--- src/rtl/ps2_rx_fifo_pkg.sv ---
// Shared definitions for the PS/2 receive path.
// Frame layout constants, FSM states and parity helper.
package ps2_rx_fifo_pkg;

    localparam int PS2_FRAME_BITS = 11;
    localparam logic [7:0] PS2_BREAK = 8'hF0;
    localparam logic [7:0] PS2_EXT = 8'hE0;

    typedef enum logic [1:0] {
        IDLE = 2'd0,
        DATA = 2'd1,
        PAR  = 2'd2,
        STOP = 2'd3
    } ps2_state_t;

    // High when data plus parity bit hold an even number of ones.
    function automatic logic odd_par_err(
        input logic [7:0] d,
        input logic       p
    );
        return ~(^d ^ p);
    endfunction

endpackage

--- src/rtl/ps2_rx_fifo_if.sv ---
// Scan-code read handshake between receiver and matrix scanner.
// The scanner pops with rden; q holds the last popped code.
interface ps2_rx_fifo_if;

    logic       rden;
    logic [7:0] q;
    logic       dsr;

    modport master (output rden, input q, input dsr);
    modport slave  (input rden, output q, output dsr);

endinterface

--- src/rtl/ps2_rx_fifo_fifo.sv ---
// Scan-code FIFO with registered read port and status.
// A push at full succeeds only when a pop frees a slot.
module ps2_rx_fifo_fifo #(
    parameter int AW = 3
) (
    input  logic       clkk,
    input  logic       reset,
    input  logic       push,
    input  logic [7:0] din,
    input  logic       pop,
    output logic [7:0] q,
    output logic       dsr,
    output logic       ovf
);

    localparam int DEPTH = 1 << AW;
    localparam int CW = AW + 1;

    logic [7:0]    mem [DEPTH];
    logic [AW-1:0] wp;
    logic [AW-1:0] rp;
    logic [CW-1:0] cnt;
    logic [CW-1:0] cnt_nxt;
    logic          full;
    logic          empty;
    logic          do_push;
    logic          do_pop;

    assign full    = cnt[AW];
    assign empty   = (cnt == '0);
    assign do_pop  = pop & ~empty;
    assign do_push = push & (~full | do_pop);
    assign cnt_nxt = cnt + CW'(do_push) - CW'(do_pop);

    // Storage array; contents need no reset.
    always_ff @(posedge clkk) begin
        if (do_push) mem[wp] <= din;
    end

    // Pointers, occupancy, read register and status flags.
    always_ff @(posedge clkk) begin
        if (reset) begin
            wp  <= '0;
            rp  <= '0;
            cnt <= '0;
            q   <= 8'h00;
            dsr <= 1'b0;
            ovf <= 1'b0;
        end else begin
            if (do_push) wp <= wp + 1'b1;
            if (do_pop) begin
                q  <= mem[rp];
                rp <= rp + 1'b1;
            end
            cnt <= cnt_nxt;
            dsr <= (cnt_nxt != '0);
            ovf <= push & full & ~do_pop;
        end
    end

endmodule

--- src/rtl/ps2_rx_fifo.sv ---
// PS/2 device-to-host receiver with scan-code FIFO.
// Syncs and filters the bus, deframes, checks, buffers bytes.
module ps2_rx_fifo
    import ps2_rx_fifo_pkg::*;
#(
    parameter int FILTER_LEN     = 4,
    parameter int TIMEOUT_CYCLES = 4095,
    parameter int FIFO_AW        = 3
) (
    input  logic          clkk,
    input  logic          reset,
    input  logic          ps2_clk,
    input  logic          ps2_dat,
    ps2_rx_fifo_if.slave  rx,
    output logic          err,
    output logic          ovf
);

    localparam int FLW = $clog2(FILTER_LEN) + 1;
    localparam logic [FLW-1:0] FLT_LAST = FLW'(FILTER_LEN - 1);
    localparam logic [11:0] TMO = 12'(TIMEOUT_CYCLES);

    logic           clk_s1, clk_s2;
    logic           dat_s1, dat_s2;
    logic           clk_f, clk_f_d;
    logic [FLW-1:0] flt_cnt;
    logic           fall;

    ps2_state_t     state;
    logic [2:0]     bitcnt;
    logic [7:0]     shreg;
    logic           perr;
    logic [11:0]    tmo;
    logic           push;
    logic [7:0]     push_data;

    // Two-flop synchronisers; the idle bus level is high.
    always_ff @(posedge clkk) begin
        if (reset) begin
            clk_s1 <= 1'b1;
            clk_s2 <= 1'b1;
            dat_s1 <= 1'b1;
            dat_s2 <= 1'b1;
        end else begin
            clk_s1 <= ps2_clk;
            clk_s2 <= clk_s1;
            dat_s1 <= ps2_dat;
            dat_s2 <= dat_s1;
        end
    end

    // Clock filter: accept a new level after FILTER_LEN samples.
    always_ff @(posedge clkk) begin
        if (reset) begin
            clk_f   <= 1'b1;
            clk_f_d <= 1'b1;
            flt_cnt <= '0;
        end else begin
            clk_f_d <= clk_f;
            if (clk_s2 == clk_f) begin
                flt_cnt <= '0;
            end else if (flt_cnt == FLT_LAST) begin
                clk_f   <= clk_s2;
                flt_cnt <= '0;
            end else begin
                flt_cnt <= flt_cnt + 1'b1;
            end
        end
    end

    assign fall = clk_f_d & ~clk_f;

    // Frame FSM with mid-frame timeout; push and err are pulses.
    always_ff @(posedge clkk) begin
        if (reset) begin
            state     <= IDLE;
            bitcnt    <= 3'd0;
            shreg     <= 8'h00;
            perr      <= 1'b0;
            tmo       <= 12'd0;
            err       <= 1'b0;
            push      <= 1'b0;
            push_data <= 8'h00;
        end else begin
            err  <= 1'b0;
            push <= 1'b0;
            if (state == IDLE || fall) tmo <= 12'd0;
            else tmo <= tmo + 12'd1;
            if (fall) begin
                unique case (state)
                    IDLE: begin
                        if (!dat_s2) begin
                            state  <= DATA;
                            bitcnt <= 3'd0;
                        end
                    end
                    DATA: begin
                        shreg  <= {dat_s2, shreg[7:1]};
                        bitcnt <= bitcnt + 3'd1;
                        if (bitcnt == 3'd7) state <= PAR;
                    end
                    PAR: begin
                        perr  <= odd_par_err(shreg, dat_s2);
                        state <= STOP;
                    end
                    STOP: begin
                        if (dat_s2 && !perr) begin
                            push      <= 1'b1;
                            push_data <= shreg;
                        end else begin
                            err <= 1'b1;
                        end
                        state <= IDLE;
                    end
                endcase
            end else if (state != IDLE && tmo == TMO) begin
                state <= IDLE;
                err   <= 1'b1;
                tmo   <= 12'd0;
            end
        end
    end

    ps2_rx_fifo_fifo #(
        .AW (FIFO_AW)
    ) u_fifo (
        .clkk  (clkk),
        .reset (reset),
        .push  (push),
        .din   (push_data),
        .pop   (rx.rden),
        .q     (rx.q),
        .dsr   (rx.dsr),
        .ovf   (ovf)
    );

endmodule
--- src/flat_wrapper.sv ---
// flat-port wrapper written by rule: the top's interface ports become plain ports
module ps2_rx_fifo_flat import ps2_rx_fifo_pkg::*;
#(
    parameter int FILTER_LEN     = 4,
    parameter int TIMEOUT_CYCLES = 4095,
    parameter int FIFO_AW        = 3
)
  (clkk, reset, ps2_clk, ps2_dat, err, ovf, rx_rden, rx_q, rx_dsr);
  ps2_rx_fifo_if rx_i ();
  input  logic clkk;
  input  logic reset;
  input  logic ps2_clk;
  input  logic ps2_dat;
  output logic err;
  output logic ovf;
  input wire logic [$bits(rx_i.rden)-1:0] rx_rden;
  output wire logic [$bits(rx_i.q)-1:0] rx_q;
  output wire logic [$bits(rx_i.dsr)-1:0] rx_dsr;
  assign rx_i.rden = rx_rden;
  assign rx_q = rx_i.q;
  assign rx_dsr = rx_i.dsr;
  ps2_rx_fifo #(.FILTER_LEN(FILTER_LEN), .TIMEOUT_CYCLES(TIMEOUT_CYCLES), .FIFO_AW(FIFO_AW)) u_core (.clkk(clkk), .reset(reset), .ps2_clk(ps2_clk), .ps2_dat(ps2_dat), .rx(rx_i), .err(err), .ovf(ovf));
endmodule
--- config.mk ---
export PLATFORM = sky130hd
export DESIGN_NAME = ps2_rx_fifo_flat
export DESIGN_NICKNAME = d
export VERILOG_FILES = /design/src/rtl/ps2_rx_fifo_pkg.sv /design/src/rtl/ps2_rx_fifo_if.sv /design/src/rtl/ps2_rx_fifo_fifo.sv /design/src/rtl/ps2_rx_fifo.sv /design/src/flat_wrapper.sv
export SDC_FILE = /design/constraint.sdc
export NUM_CORES = 1
export LEC_CHECK = 0
export CAP_MARGIN = 15
export CORE_MARGIN = 2
export CORE_UTILIZATION = 45
export DETAILED_ROUTE_END_ITERATION = 16
export REMOVE_ABC_BUFFERS = 1
export SYNTH_ARGS = -nofsm -noshare
export SYNTH_HDL_FRONTEND = slang
export SYNTH_SLANG_ARGS = --single-unit
--- constraint.sdc ---
create_clock -name clkk -period 6.31 [get_ports clkk]
set_input_delay 1.5775 -clock clkk [delete_from_list [all_inputs] [get_ports clkk]]
set_output_delay 1.5775 -clock clkk [all_outputs]
set_load 0.05 [all_outputs]
==> results.md <==
- LEAKAGE: 2.161 nW
- Commonest non-fill, non-tap cells in the layout: 65 x dfxtp_1, 64 x edfxtp_1, 54 x nor2_1
- EDFF count, synth: 64
- Setup Viol. Count Final: 0
- Post-DRT Antenna Nets: 0
- CTS Root Cell: clkbuf_16
- Gpl congestion: 0.7746
- Asr flop ratio synth: 0%
- Layout Skew: 0.005554 ns
- Final setup TNS: 0 ns
- Hpwl dp: 5.383 mm
- Initial Util: 45.89%
- Most common cell after layout, fill and taps aside: dfxtp_1
- Maxcap violations: 0
- I/O Buffers: 15
- Synth warn: 0
- Core area: 11370 um2
- Final worst path period share: 63.24%
- Cts repair resizes: 0
- Overall Global Routing Usage: 14.30%
- Overall power: 2.271 mW
- CP required: 6.57 ns
- Maximum VDD drop: 0.2379 mV
- DRC viols: 0
- First-pass GRT wire length: 13.90 mm
- Worst setup EP type: register
- Final nets: 432
- CP Max Fanout: 20
- Vias in the first global route: 2923
- CTS tree: built
- DIE WIDTH: 111.7 um
- Final WL: 7.893 mm
- Rel. slew slack: 25.77%
- Gate Count Post-Synth: 390
- Fin. max-slew vios: 0
- TritonCTS Buffers: 17
- Setup Crit Path Kind: in2reg
- Highest clock rate: 250.6 MHz
- CTS Buffer Depth: 2
- Util after Layout: 53.05%
- Worst-Margin Slew: 1.105 ns
- Clk sinks: 129
- Min Tclk post-route: 3.991 ns
- WL/cell: 13.95 um
- RSZ-0062 raised after global routing: false
- Largest net degree at the start of global routing: 53
- Die H: 111.7 um
- Count of cell types in the netlist: 45
- Total gr overflow: 0
- Area Growth Syn to Fin: 15.61%
- Post-CTS Hold Fix Bufs: 0
- Vias: 2841
- Startpoint Class: input pin
- Initial DRC count: 131
- HP Class: reg2reg
- Initial antenna violation count: 0
- Worst-Skew Late Latency: 0.41 ns
- Die area: 12470 um2
- # IOs: 16
- Status: finished, final reports clean
- Hold Vio Cnt, Final: 0
- CTS clk-pin slew, worst paths: 0.06 ns
- Ys flop type: dfxtp_1
- Critical path arrival: 4.25 ns
- H-tree Lvls: 4
- Mapped cell area: 5218 um2
- Pwr dens: 376.5 nW/um2
- Mean post-synth cell area: 13.38 um2
- Synth Register Bits: 129
- Total inserted antenna cells: 0
- Vias per cell: 5.019
- Seq/Total Area, Yosys: 61.77%
- Ratio of cells with drive above 1 in the final layout: 13.95%
- Setup Buffers After CTS: 0
- # rows: 39
- TritonRoute pass-1 iters: 4
-- power by group --
| part | internal (mW) | total, mW | switching, mW |
|---|---|---|---|
| sequential | 0.911 | 0.941 | 0.0298 |
| clock | 0.551 | 0.924 | 0.373 |
| combinational | 0.184 | 0.406 | 0.221 |
| total | 1.65 | 2.27 | 0.624 |
-- flip-flops by register name (all words and copies together) (netlist names), 4 cells and up --
register and count:
u_core.push_data 8, u_core.shreg 8, u_core.tmo 12, u_core.u_fifo.cnt 4, u_core.u_fifo.mem 64, u_core.u_fifo.q 8
-- routing by layer --
metal  global-route usage (%)  vias up  wire length (um)
met5                        0        -                 0
met4                    7.325        0               175
met3                    4.464       14               205
met2                    22.99       31              3852
met1                    17.43     1338              3660
li1                         -     1458                 -
-- worst max-delay path, cell delays in order --
cell             delay (ns)
clkdlybuf4s50_1        0.53
and2_1                 0.60
ha_1                   0.36
inv_1                  0.06
ha_1                   0.16
inv_1                  0.06
fa_1                   0.37
xor2_1                 0.15
nor2_1                 0.06
nor3_1                 0.20
o21ai_0                0.12
-- cell usage after synthesis (2+ instances only) --
master / number / area [um2]
dfxtp_1: 65 / 1301
edfxtp_1: 64 / 1922
nor2_1: 54 / 202.7
mux2i_1: 28 / 280.3
ha_1: 16 / 200.2
mux4_2: 16 / 360.4
inv_1: 14 / 52.55
xnor2_1: 12 / 105.1
a21oi_1: 10 / 50.05
nand3_1: 9 / 45.04
a211oi_1: 8 / 60.06
nand2_1: 8 / 30.03
o21ai_0: 8 / 40.04
xor2_1: 7 / 61.31
and2_1: 6 / 37.54
buf_2: 6 / 30.03
nand2b_1: 6 / 37.54
clkbuf_1: 5 / 18.77
or2_2: 5 / 31.28
buf_6: 4 / 45.04
nor2b_1: 4 / 25.02
nor3_1: 4 / 20.02
or3_1: 4 / 25.02
a21o_1: 3 / 22.52
a21oi_2: 2 / 17.52
nand4_1: 2 / 12.51
nor4_1: 2 / 12.51
-- metrics by stage --
stage	worst slack, ns	cells	hold WS (ns)	cell area (um2)
final	2.319	566	0.4086	6032
after global routing	2.072	566	0.4199	6032
after CTS	2.291	566	0.4118	6032
after detailed placement	1.855	534	0.3974	5458
after global placement	1.977	534	0.3933	5458
after floorplan	2.795	374	0.3895	5119
-- cell type report --
type / count / area, um2
Tap cell: 143 / 178.9
Timing Repair Buffer: 17 / 160.2
Sequential cell: 129 / 3223
Multi-Input combinational cell: 231 / 1843
Clock inverter: 15 / 148.9
Inverter: 14 / 52.55
Clock buffer: 17 / 425.4
Fill cell: 961 / 5338
-- final timing paths --
kind                              startpoint  slack [ns]  depth (start not counted)                      endpoint
max                                  rx_rden        2.32                         11  u_core.u_fifo.dsr$_SDFF_PP0_
min                 u_core.clk_s1$_SDFF_PP1_        0.41                          1      u_core.clk_s2$_SDFF_PP1_
max reg2reg  u_core.u_fifo.cnt[3]$_SDFF_PP0_        3.23                         13  u_core.u_fifo.dsr$_SDFF_PP0_
min reg2reg         u_core.clk_s1$_SDFF_PP1_        0.41                          1      u_core.clk_s2$_SDFF_PP1_
-- logic make-up (layout without fill, tap and decap cells) --
group	Yosys count	count (layout)	synth area share, %
flops	129	129	61.77
simple gates	113	113	10.62
mux	44	44	12.28
compound gates	37	37	4.581
buf+inv	30	63	2.902
xor+xnor	20	20	3.621
fa+ha+maj	17	17	4.221
No activity file was read; power rests on OpenSTA's default activity.
